===== src/rtl/mesh_term_pkg.sv =====
// mesh_term_pkg: shared definitions for the mesh terminal port.
//   - Header field offsets, measured down from the packet MSB.
//   - dest_match(): destination check used on the RX path.
//   - ERR_W: width of the error counter.
package mesh_term_pkg;

  localparam int ERR_W   = 16;
  localparam int ROW_W   = 4;
  localparam int COL_W   = 4;
  // Field MSB sits at pckg_sz - <OFS>. The 8-bit next-jump field above
  // the row is ignored by the terminal.
  localparam int ROW_OFS = 9;
  localparam int COL_OFS = 13;

  // A packet is ours if it carries our {row,col} or the broadcast code.
  function automatic logic dest_match(input logic [ROW_W-1:0] row,
                                      input logic [COL_W-1:0] col,
                                      input logic [ROW_W-1:0] id_row,
                                      input logic [COL_W-1:0] id_col,
                                      input logic [7:0]       bdcst);
    return ({row, col} == {id_row, id_col}) || ({row, col} == bdcst);
  endfunction

endpackage


===== src/rtl/mesh_term_fifo.sv =====
// mesh_term_fifo: synchronous first-word-fall-through FIFO.
// Ports:
//   clk        clock
//   srst_i     synchronous active-high reset (empties the FIFO)
//   wr_en_i    write request; accepted when not full, or when full and a
//              read happens in the same cycle
//   wr_data_i  write data
//   rd_en_i    read (dequeue) request; ignored while empty
//   rd_data_o  head entry, forced to zero while empty
//   full_o     DEPTH entries stored
//   empty_o    no entries stored
module mesh_term_fifo #(
  parameter int W     = 32,
  parameter int DEPTH = 4
) (
  input  logic         clk,
  input  logic         srst_i,
  input  logic         wr_en_i,
  input  logic [W-1:0] wr_data_i,
  input  logic         rd_en_i,
  output logic [W-1:0] rd_data_o,
  output logic         full_o,
  output logic         empty_o
);

  localparam int AW = $clog2(DEPTH);

  logic [W-1:0] mem_q [DEPTH];
  // One extra pointer bit separates the full and empty cases on wrap.
  logic [AW:0]  wr_ptr_q, wr_ptr_d;
  logic [AW:0]  rd_ptr_q, rd_ptr_d;
  logic [AW:0]  count_w;
  logic         do_wr, do_rd;

  assign count_w = wr_ptr_q - rd_ptr_q;
  assign full_o  = (count_w == (AW+1)'(DEPTH));
  assign empty_o = (count_w == '0);
  assign do_rd   = rd_en_i && !empty_o;
  assign do_wr   = wr_en_i && (!full_o || do_rd);

  // Zero while empty so the head never exposes stale storage.
  assign rd_data_o = empty_o ? '0 : mem_q[rd_ptr_q[AW-1:0]];

  always_comb begin
    wr_ptr_d = wr_ptr_q + (AW+1)'(do_wr);
    rd_ptr_d = rd_ptr_q + (AW+1)'(do_rd);
  end

  always_ff @(posedge clk) begin
    if (srst_i) begin
      wr_ptr_q <= '0;
      rd_ptr_q <= '0;
    end else begin
      wr_ptr_q <= wr_ptr_d;
      rd_ptr_q <= rd_ptr_d;
    end
  end

  // Storage carries no reset; the pointers alone define what is valid.
  always_ff @(posedge clk) begin
    if (do_wr) mem_q[wr_ptr_q[AW-1:0]] <= wr_data_i;
  end

endmodule


===== src/rtl/mesh_terminal_port.sv =====
// mesh_terminal_port: terminal-side endpoint of one mesh router port.
// Ports:
//   clk, reset                      clock, synchronous active-high reset
//   tx_data/tx_valid/tx_ready       user -> TX FIFO write side
//   pndng/data_out/pop              TX FIFO head toward the router
//   pndng_i_in/data_out_i_in/popin  router -> RX FIFO accept handshake
//   rx_data/rx_valid/rx_ready       RX FIFO head toward the user
//   hdr_err                         pulse, cycle after a misaddressed accept
//   err_cnt                         saturating protocol + header error count
module mesh_terminal_port
  import mesh_term_pkg::*;
#(
  parameter int         ROWS       = 4,
  parameter int         COLUMS     = 4,
  parameter int         pckg_sz    = 32,
  parameter int         fifo_depth = 4,
  parameter logic [7:0] bdcst      = {8{1'b1}},
  parameter logic [3:0] ID_ROW     = 4'd0,
  parameter logic [3:0] ID_COL     = 4'd0
) (
  input  logic               clk,
  input  logic               reset,
  input  logic [pckg_sz-1:0] tx_data,
  input  logic               tx_valid,
  output logic               tx_ready,
  output logic               pndng,
  output logic [pckg_sz-1:0] data_out,
  input  logic               pop,
  input  logic               pndng_i_in,
  input  logic [pckg_sz-1:0] data_out_i_in,
  output logic               popin,
  output logic [pckg_sz-1:0] rx_data,
  output logic               rx_valid,
  input  logic               rx_ready,
  output logic               hdr_err,
  output logic [ERR_W-1:0]   err_cnt
);

  if (pckg_sz < 17 || fifo_depth < 2 || (fifo_depth & (fifo_depth - 1)) != 0 ||
      int'(ID_ROW) >= ROWS || int'(ID_COL) >= COLUMS) begin : g_bad_params
    $error("mesh_terminal_port: illegal parameter set");
  end

  logic               tx_full, tx_empty, tx_wr, tx_rd;
  logic               rx_full, rx_empty, rx_rd;
  logic [ROW_W-1:0]   rx_row;
  logic [COL_W-1:0]   rx_col;
  logic               prot_err, hdr_mis;
  logic [1:0]         err_inc;
  logic [ERR_W:0]     err_sum;
  logic               hdr_err_q, hdr_err_d;
  logic [ERR_W-1:0]   err_cnt_q, err_cnt_d;

  // TX: user side writes only when there is room; overflow is silently dropped.
  assign tx_ready = !tx_full;
  assign tx_wr    = tx_valid && !tx_full;
  assign pndng    = !tx_empty;
  assign tx_rd    = pop && !tx_empty;
  assign prot_err = pop && tx_empty;

  // RX: accept is decided on the pre-read fill level, so a full FIFO being
  // drained this cycle still refuses the router (one-cycle bubble).
  assign popin    = pndng_i_in && !rx_full && !reset;
  assign rx_valid = !rx_empty;
  assign rx_rd    = rx_ready && !rx_empty;

  assign rx_row  = data_out_i_in[pckg_sz-ROW_OFS -: ROW_W];
  assign rx_col  = data_out_i_in[pckg_sz-COL_OFS -: COL_W];
  assign hdr_mis = popin && !dest_match(rx_row, rx_col, ID_ROW, ID_COL, bdcst);

  mesh_term_fifo #(.W(pckg_sz), .DEPTH(fifo_depth)) u_tx_fifo (
    .clk       (clk),
    .srst_i    (reset),
    .wr_en_i   (tx_wr),
    .wr_data_i (tx_data),
    .rd_en_i   (tx_rd),
    .rd_data_o (data_out),
    .full_o    (tx_full),
    .empty_o   (tx_empty)
  );

  // Misaddressed packets are still delivered; only flagged.
  mesh_term_fifo #(.W(pckg_sz), .DEPTH(fifo_depth)) u_rx_fifo (
    .clk       (clk),
    .srst_i    (reset),
    .wr_en_i   (popin),
    .wr_data_i (data_out_i_in),
    .rd_en_i   (rx_rd),
    .rd_data_o (rx_data),
    .full_o    (rx_full),
    .empty_o   (rx_empty)
  );

  // Both error sources in one cycle add 2; the extra sum bit detects overflow.
  always_comb begin
    err_inc   = {1'b0, prot_err} + {1'b0, hdr_mis};
    err_sum   = {1'b0, err_cnt_q} + (ERR_W+1)'(err_inc);
    err_cnt_d = err_sum[ERR_W] ? {ERR_W{1'b1}} : err_sum[ERR_W-1:0];
    hdr_err_d = hdr_mis;
  end

  always_ff @(posedge clk) begin
    if (reset) begin
      hdr_err_q <= 1'b0;
      err_cnt_q <= '0;
    end else begin
      hdr_err_q <= hdr_err_d;
      err_cnt_q <= err_cnt_d;
    end
  end

  assign hdr_err = hdr_err_q;
  assign err_cnt = err_cnt_q;

endmodule


===== config.mk =====
export PLATFORM = sky130hd
export DESIGN_NAME = mesh_terminal_port
export DESIGN_NICKNAME = d
export VERILOG_FILES = /design/src/rtl/mesh_term_pkg.sv /design/src/rtl/mesh_term_fifo.sv /design/src/rtl/mesh_terminal_port.sv
export SDC_FILE = /design/constraint.sdc
export NUM_CORES = 1
export LEC_CHECK = 0
export CORE_MARGIN = 8
export CORE_UTILIZATION = 55
export CTS_BUF_LIST = sky130_fd_sc_hd__clkbuf_4 sky130_fd_sc_hd__clkbuf_8
export CTS_CLUSTER_SIZE = 14
export DETAILED_ROUTE_END_ITERATION = 8
export DONT_BUFFER_PORTS = 1
export GPL_TIMING_DRIVEN = 0
export PLACE_DENSITY_LB_ADDON = 0.1
export SKIP_LAST_GASP = 1
export SYNTH_ARGS = -nofsm -noshare
export SYNTH_HDL_FRONTEND = slang
export SYNTH_HIERARCHICAL = 1
export SYNTH_SLANG_ARGS = --single-unit

===== constraint.sdc =====
create_clock -name clk -period 8.1 [get_ports clk]
set_input_delay 1.62 -clock clk [delete_from_list [all_inputs] [get_ports clk]]
set_output_delay 1.62 -clock clk [all_outputs]
set_load 0.01 [all_outputs]

==> metrics.yaml, run 1 <==
status: "finished clean"
cp-endpoint: "err_cnt[9]$_SDFF_PP0_"
ys_async_sr_fraction_pct: 0
routedLengthMet1_mm: 8.25
cts-buffers-inserted: 46
dieArea_mm2: 0.0257
drive_above_1_share_pct: 26.0
ys_seq_elements: 285
count_of_distinct_cell_types_in_the_synthesized_netlist: 36
worst-r2r-cell-count: 20
register_to_register_path_setup_slack_ns: 2.95
starting_density_of_the_core_pct: 56.4
clkLatencyLatePin_ns: 0.55
timing.critical_path.cells: "clkbuf_1, buf_2, inv_1, ha_1, nor2b_1, xnor2_1, clkbuf_1, nor2_1, nor3b_1, o21ai_0, a21oi_1, inv_1, fa_1, inv_1, ha_1, nand4_4, nor2_2, nand2_2, buf_2, a21oi_1"
antenna_cells: 0
yosys_warnings: 6
timing.final.crit_share_pct: 63.5
met2_length_mm: 11.7
hold_class: "flop to flop"
fin_total_pwr_w: 0.00387
placementRows: 52
ant_nets: 0
clockRootBuffer: "sky130_fd_sc_hd__clkbuf_8"
synth_sequential_area_ratio_pct: 72.3
route.detailed.wl_per_inst_um: 23.6
met3RoutedLength_mm: 2.10
vias_in_the_first_global_route: 6004
grt_util_all_layers_pct: 17.3
cp_data_required_time_ns: 8.56
slowest_delay_ns: 0.73
finish.net_count: 733
critPathKind: "flop to flop"
pwrdens_mw_per_mm2: 300
number_of_buffers_and_inverters_on_the_critical_path: 7
clock-skew-final_ns: 0.0207
clk_pin_slew_worst_paths_ns: 0.06
die-width_um: 160
detailedRoute.firstPassIterationCount: 4
timing.slew.headroom_pct: 42.3
avg_synthesized_cell_area_um2: 19.3
tritoncts: "yes"
cts_repair_resize_count: 0
area_growth_pct: 12.7
grt_setup_unrepaired: "no"
clock.fmax_mhz: 194
cp.arrival_ns: 5.60
routed.top_layer: "met5"
synth_fp_nets: 677
grt-ovfl-total: 0
route.final.wire_length_mm: 22.5
layout_min_cycle_time_ns: 5.15
grt_pass1_wl_mm: 34.2
detailedPlacementHpwl_mm: 15.0
logic_depth_of_the_worst_setup_path_including_buffers: 20
finalMaxSlewViolations: 0
netlist_area_mm2: 0.0114
fin_setup_tns_ns: 0
clk_path_buf_depth: 3
cp-startpoint: "u_rx_fifo/rd_ptr_q[1]$_SDFF_PP0_"
worst-slew-pin-transition_ns: 0.863
cts.sink_count: 285
port_buffers: 0
synthFlopType: "sky130_fd_sc_hd__edfxtp_1"
report.final.hold_viol_count: 0
grt_max_degree: 29
critPathTopFamily: "buffers and inverters"
hold_ws_ns: 0.546
die_h_um: 160
place_ws_ns: 2.93
vias: 5597
p_leak_nw: 4.11
initialDrtViolationCount: 269
cts-hold-fix-buffers: 0
htree_num_levels: 2
drc_errors: 0
ios: 155
ir_drop_uv: 189
slowest_stage: "sky130_fd_sc_hd__nor3b_1"
synth_enable_flop_cells: 256
design.core.area_mm2: 0.0203
final-setup-viol-count: 0
timing.critical_path.fanout_max: 10
worstSetupStartpointType: "flop"
timing.final.ws_setup_ns: 2.95
grt_antenna_before_repair: 1
syn-instance-count: 593
post_cts.repair.setup_buffers: 0
vias_per_cell: 5.89
crit_top_cell: "sky130_fd_sc_hd__inv_1"
worstReg2RegStart: "u_rx_fifo/rd_ptr_q[1]$_SDFF_PP0_"
reported_max_cap_violation_count: 0
rr_endpoint: "err_cnt[9]$_SDFF_PP0_"
place_congestion: 0.808
setup.worst_path.end_class: "flop"
==> placed cells by master (no fill, tap or decap), types with 2 or more instances in the layout <==
| cell | count |
|---|---|
| sky130_fd_sc_hd__buf_16 | 2 |
| sky130_fd_sc_hd__nor4_1 | 2 |
| sky130_fd_sc_hd__clkbuf_1 | 16 |
| sky130_fd_sc_hd__buf_6 | 8 |
| sky130_fd_sc_hd__bufinv_16 | 4 |
| sky130_fd_sc_hd__nand4_1 | 5 |
| sky130_fd_sc_hd__xor2_1 | 3 |
| sky130_fd_sc_hd__nor2b_1 | 15 |
| sky130_fd_sc_hd__nor3_1 | 5 |
| sky130_fd_sc_hd__a21oi_1 | 15 |
| sky130_fd_sc_hd__nor2_1 | 10 |
| sky130_fd_sc_hd__buf_2 | 10 |
| sky130_fd_sc_hd__nand2_1 | 8 |
| sky130_fd_sc_hd__nand3_1 | 3 |
| sky130_fd_sc_hd__inv_1 | 16 |
| sky130_fd_sc_hd__clkinv_2 | 4 |
| sky130_fd_sc_hd__mux4_2 | 64 |
| sky130_fd_sc_hd__clkinv_1 | 11 |
| sky130_fd_sc_hd__o31a_1 | 2 |
| sky130_fd_sc_hd__dfxtp_1 | 29 |
| sky130_fd_sc_hd__buf_12 | 6 |
| sky130_fd_sc_hd__a21boi_0 | 66 |
| sky130_fd_sc_hd__o311a_2 | 8 |
| sky130_fd_sc_hd__clkbuf_8 | 47 |
| sky130_fd_sc_hd__and2_1 | 4 |
| sky130_fd_sc_hd__nand4_4 | 2 |
| sky130_fd_sc_hd__nor4_2 | 3 |
| sky130_fd_sc_hd__xnor2_1 | 17 |
| sky130_fd_sc_hd__and2_0 | 2 |
| sky130_fd_sc_hd__clkbuf_4 | 13 |
| sky130_fd_sc_hd__ha_1 | 13 |
| sky130_fd_sc_hd__edfxtp_1 | 256 |
==> worst min-delay path by stage <==
stage | from | end | slack [ns] | cells after the start
floorplan | u_rx_fifo/wr_ptr_q[2]$_SDFF_PP0_ | u_rx_fifo/wr_ptr_q[2]$_SDFF_PP0_ | 0.50 | 2
global placement | u_tx_fifo/wr_ptr_q[2]$_SDFF_PP0_ | u_tx_fifo/wr_ptr_q[2]$_SDFF_PP0_ | 0.52 | 2
detailed placement | u_rx_fifo/rd_ptr_q[2]$_SDFF_PP0_ | u_rx_fifo/rd_ptr_q[2]$_SDFF_PP0_ | 0.54 | 2
CTS | u_tx_fifo/wr_ptr_q[2]$_SDFF_PP0_ | u_tx_fifo/wr_ptr_q[2]$_SDFF_PP0_ | 0.56 | 2
global route | u_tx_fifo/rd_ptr_q[2]$_SDFF_PP0_ | u_tx_fifo/rd_ptr_q[2]$_SDFF_PP0_ | 0.57 | 2
finish | u_tx_fifo/wr_ptr_q[2]$_SDFF_PP0_ | u_tx_fifo/wr_ptr_q[2]$_SDFF_PP0_ | 0.55 | 2
==> sequential cells by signal, indices dropped and copies added (netlist names) <==
signal / count
u_rx_fifo/mem_q: 128
u_tx_fifo/mem_q: 128
err_cnt: 16
u_rx_fifo/rd_ptr_q: 3
u_rx_fifo/wr_ptr_q: 3
u_tx_fifo/rd_ptr_q: 3
u_tx_fifo/wr_ptr_q: 3
hdr_err: 1
==> per-stage QoR <==
| step | util (%) | instance area [um2] | instances |
|---|---|---|---|
| after global placement | 58.0 | 11800 | 863 |
| after floorplan | - | 11400 | 593 |
| after CTS | 63.5 | 12900 | 951 |
| after detailed placement | 58.9 | 12000 | 871 |
| final | 63.5 | 12900 | 951 |
| after global routing | 63.5 | 12900 | 951 |
==> logic make-up after synthesis <==
| logic type | after synthesis | synth area share (%) |
|---|---|---|
| multiplexers | 65 | 12.7 |
| XOR/XNOR | 20 | 1.53 |
| AND/OR/NAND/NOR | 65 | 3.60 |
| adder cells (fa/ha/maj) | 14 | 1.60 |
| AO/OA/AOI/OAI | 94 | 6.04 |
| flip-flops | 285 | 72.3 |
| buffers and inverters | 50 | 2.28 |
==> power by group <==
group	total [W]	internal [W]	switching, W
Sequential	0.00180	0.00176	0.0000391
Clock	0.00124	0.000724	0.000519
Combinational	0.000827	0.000312	0.000515
Total	0.00387	0.00279	0.00107
==> layout make-up <==
cell class                 count  area, um2
timing repair buffer           8        175
buffer                        34        200
inverter                      16       60.1
multi-input combinational    258       2920
clock buffer                  60        744
fill                        1466       7400
sequential                   285       8270
clock inverter                20        189
tap                          270        338
==> layer usage <==
metal,vias up,GRT usage [%]
li1,2499,-
met1,2907,18.4
met2,157,30.3
met3,32,7.76
met4,2,5.69
met5,-,0
==> tightest hold or removal path: stages, from the launching register on <==
cell                      delay [ns]
sky130_fd_sc_hd__dfxtp_1        0.36
sky130_fd_sc_hd__xnor2_1        0.08
sky130_fd_sc_hd__nor2_1         0.07
==> Yosys cell counts (8+ instances only) <==
cell type	instances	share of area, %
sky130_fd_sc_hd__inv_1	16	0.53
sky130_fd_sc_hd__ha_1	13	1.4
sky130_fd_sc_hd__buf_2	10	0.44
sky130_fd_sc_hd__edfxtp_1	256	67
sky130_fd_sc_hd__buf_6	8	0.79
sky130_fd_sc_hd__clkbuf_1	16	0.53
sky130_fd_sc_hd__dfxtp_1	29	5.1
sky130_fd_sc_hd__xnor2_1	17	1.3
sky130_fd_sc_hd__nand2_1	8	0.26
sky130_fd_sc_hd__mux4_2	64	13
sky130_fd_sc_hd__a21oi_1	15	0.66
sky130_fd_sc_hd__a21boi_0	66	4.3
sky130_fd_sc_hd__nor2b_1	15	0.82
sky130_fd_sc_hd__nor2_1	10	0.33
sky130_fd_sc_hd__o311a_1	8	0.70
No activity file was read; power rests on OpenSTA's default activity.
==> inputs of run 2 (changes only) <==
clock period = 5 ns   (was 8.1 ns; I/O delays follow)
==> run 2 against run 1 <==
- hold slack worse by 0.014 ns
- largest power group unchanged
- wire length decreased by 0.13%
- highest routed layer unchanged
- clock-buffer cell count unchanged
- global-route usage stayed put
- design area is essentially flat
- critical endpoint unchanged
- die area is the same
- clock skew about the same
==> metrics.yaml, run 2 (synthesis gave the netlist of run 1 again) <==
grt_pass1_wl_mm: 34.2
detailedRoute.firstPassIterationCount: 4
clk_path_buf_depth: 3
gr-max-usage-layer: "met2"
drive_above_1_share_pct: 26.3
power.share.combinational_pct: 21.4
p_leak_nw: 4.12
grtUsageMet2_pct: 30.3
place_congestion: 0.808
timing.final.ws_setup_ns: 0.400
power.switching_w: 0.00174
register_to_register_path_setup_slack_ns: 0.40
place_ws_ns: -0.168
hold_ws_ns: 0.532
clockRootBuffer: "sky130_fd_sc_hd__clkbuf_8"
hold_class: "primary input to flop"
worst-slew-pin-transition_ns: 0.640
critPathKind: "flop to flop"
grt_setup_unrepaired: "no"
timing.critical_path.cells: "clkbuf_1, buf_2, inv_1, ha_1, nor2b_1, xnor2_1, clkbuf_2, nor2_1, nor3b_4, o21ai_0, a21oi_1, inv_1, fa_1, inv_1, ha_1, nand4_4, nor2_2, nand2_2, buf_2, a21oi_1"
htree_num_levels: 2
initialDrtViolationCount: 270
clkLatencyLatePin_ns: 0.55
sequential_power_share_pct: 46.4
share_of_the_core_filled_with_cells_in_the_final_layout_pct: 63.6
grt_util_all_layers_pct: 17.3
pwrdens_mw_per_mm2: 485
crit_top_cell: "sky130_fd_sc_hd__inv_1"
cp.arrival_ns: 5.06
sw_frac_of_total_pct: 27.8
route.final.wire_length_mm: 22.4
p_int_w: 0.00452
tritoncts: "yes"
finalMaxSlewViolations: 0
cts-hold-fix-buffers: 0
antenna_cells: 0
die-width_um: 160
cts.sink_count: 285
worst-r2r-cell-count: 20
status: "finished clean"
clock.fmax_mhz: 217
placementRows: 52
most_frequent_cells_in_the_layout: "sky130_fd_sc_hd__edfxtp_1, sky130_fd_sc_hd__a21boi_0, sky130_fd_sc_hd__mux4_2"
ios: 155
worstSetupStartpointType: "flop"
slowest_delay_ns: 0.44
setup.worst_path.end_class: "flop"
timing.final.crit_share_pct: 92.0
ir_drop_uv: 306
worstReg2RegStart: "u_rx_fifo/rd_ptr_q[1]$_SDFF_PP0_"
logic_depth_of_the_worst_setup_path_including_buffers: 20
clock-skew-final_ns: 0.0207
final-setup-viol-count: 0
port_buffers: 0
cts-buffers-inserted: 46
design.core.area_mm2: 0.0203
die_h_um: 160
cp-startpoint: "u_rx_fifo/rd_ptr_q[1]$_SDFF_PP0_"
clkPwrFrac_pct: 32.2
number_of_buffers_and_inverters_on_the_critical_path: 7
layout_min_cycle_time_ns: 4.60
route.detailed.wl_per_inst_um: 23.6
grt_antenna_before_repair: 1
post_cts.repair.setup_buffers: 0
dieArea_mm2: 0.0257
clk_pin_slew_worst_paths_ns: 0.06
grt-ovfl-total: 0
cp-endpoint: "err_cnt[9]$_SDFF_PP0_"
detailedPlacementHpwl_mm: 15.0
area_growth_pct: 12.8
ant_nets: 0
groute.layer.met3.usage_pct: 7.76
rr_endpoint: "err_cnt[9]$_SDFF_PP0_"
grt_max_degree: 29
cp_data_required_time_ns: 5.46
critPathTopFamily: "buffers and inverters"
finish.net_count: 733
report.final.hold_viol_count: 0
timing.critical_path.fanout_max: 10
timing.slew.headroom_pct: 56.9
drc_errors: 0
starting_density_of_the_core_pct: 56.4
reported_max_cap_violation_count: 0
cts_repair_resize_count: 1
slowest_stage: "sky130_fd_sc_hd__fa_1"
grt.met1_usage_pct: 18.4
layout.cells.most_common: "sky130_fd_sc_hd__edfxtp_1"
vias_in_the_first_global_route: 6004
vias_per_cell: 5.89
vias: 5603
[run 2: cell counts in the layout (fill, tap and decap cells not counted)]
Identical to the previous run, type by type.
[run 2: per-layer routing]
layer	vias up	wire [um]
met4	2	384
met3	30	2120
li1	2502	-
met1	2905	8150
met2	164	11800
met5	-	10
[run 2: layout make-up]
type	instances	area, um2
Buffer	34	201
Clock buffer	60	744
Clock inverter	20	189
Fill cell	1463	7390
Inverter	16	60.1
Multi-Input combinational cell	258	2930
Sequential cell	285	8270
Tap cell	270	338
Timing Repair Buffer	8	175
[run 2: worst min path at each step]
stage                                           from                               end  slack, ns  cells after the start
CTS                                            reset  u_tx_fifo/wr_ptr_q[0]$_SDFF_PP0_       0.50                      1
floorplan           u_rx_fifo/wr_ptr_q[2]$_SDFF_PP0_  u_rx_fifo/wr_ptr_q[2]$_SDFF_PP0_       0.50                      2
global placement    u_tx_fifo/wr_ptr_q[2]$_SDFF_PP0_  u_tx_fifo/wr_ptr_q[2]$_SDFF_PP0_       0.52                      2
finish                                         reset  u_tx_fifo/wr_ptr_q[0]$_SDFF_PP0_       0.53                      1
detailed placement  u_rx_fifo/rd_ptr_q[2]$_SDFF_PP0_  u_rx_fifo/rd_ptr_q[2]$_SDFF_PP0_       0.54                      2
global route                                   reset  u_rx_fifo/wr_ptr_q[2]$_SDFF_PP0_       0.50                      1
[run 2: worst register-to-register path, cell delays in order (launching register included)]
cell	delay [ns]
sky130_fd_sc_hd__dfxtp_1	0.33
sky130_fd_sc_hd__clkbuf_1	0.27
sky130_fd_sc_hd__buf_2	0.34
sky130_fd_sc_hd__inv_1	0.08
sky130_fd_sc_hd__ha_1	0.19
sky130_fd_sc_hd__nor2b_1	0.15
sky130_fd_sc_hd__xnor2_1	0.23
sky130_fd_sc_hd__clkbuf_2	0.31
sky130_fd_sc_hd__nor2_1	0.11
sky130_fd_sc_hd__nor3b_4	0.36
sky130_fd_sc_hd__o21ai_0	0.15
sky130_fd_sc_hd__a21oi_1	0.24
sky130_fd_sc_hd__inv_1	0.10
sky130_fd_sc_hd__fa_1	0.44
sky130_fd_sc_hd__inv_1	0.10
sky130_fd_sc_hd__ha_1	0.27
sky130_fd_sc_hd__nand4_4	0.19
sky130_fd_sc_hd__nor2_2	0.21
sky130_fd_sc_hd__nand2_2	0.11
sky130_fd_sc_hd__buf_2	0.21
sky130_fd_sc_hd__a21oi_1	0.15
[run 2: power groups by stage]
| stage | clock, W | sequential [W] | combinational (W) |
|---|---|---|---|
| finish | 0.00201 | 0.00291 | 0.00134 |
| global route | 0.00216 | 0.00293 | 0.00146 |
| CTS | 0.00206 | 0.00291 | 0.00139 |
| detailed placement | 0 | 0.00296 | 0.00138 |
| global placement | 0 | 0.00296 | 0.00131 |
| floorplan | 0 | 0.00294 | 0.000984 |
[run 2: stage by stage]
step	TNS (ns)	total power (W)	cell area, um2	std cells
floorplan	0	0.00392	11400	593
global placement	-0.205	0.00427	11800	863
detailed placement	-1.63	0.00434	12000	871
CTS	0	0.00636	12900	951
global route	0	0.00655	12900	951
finish	0	0.00626	12900	951
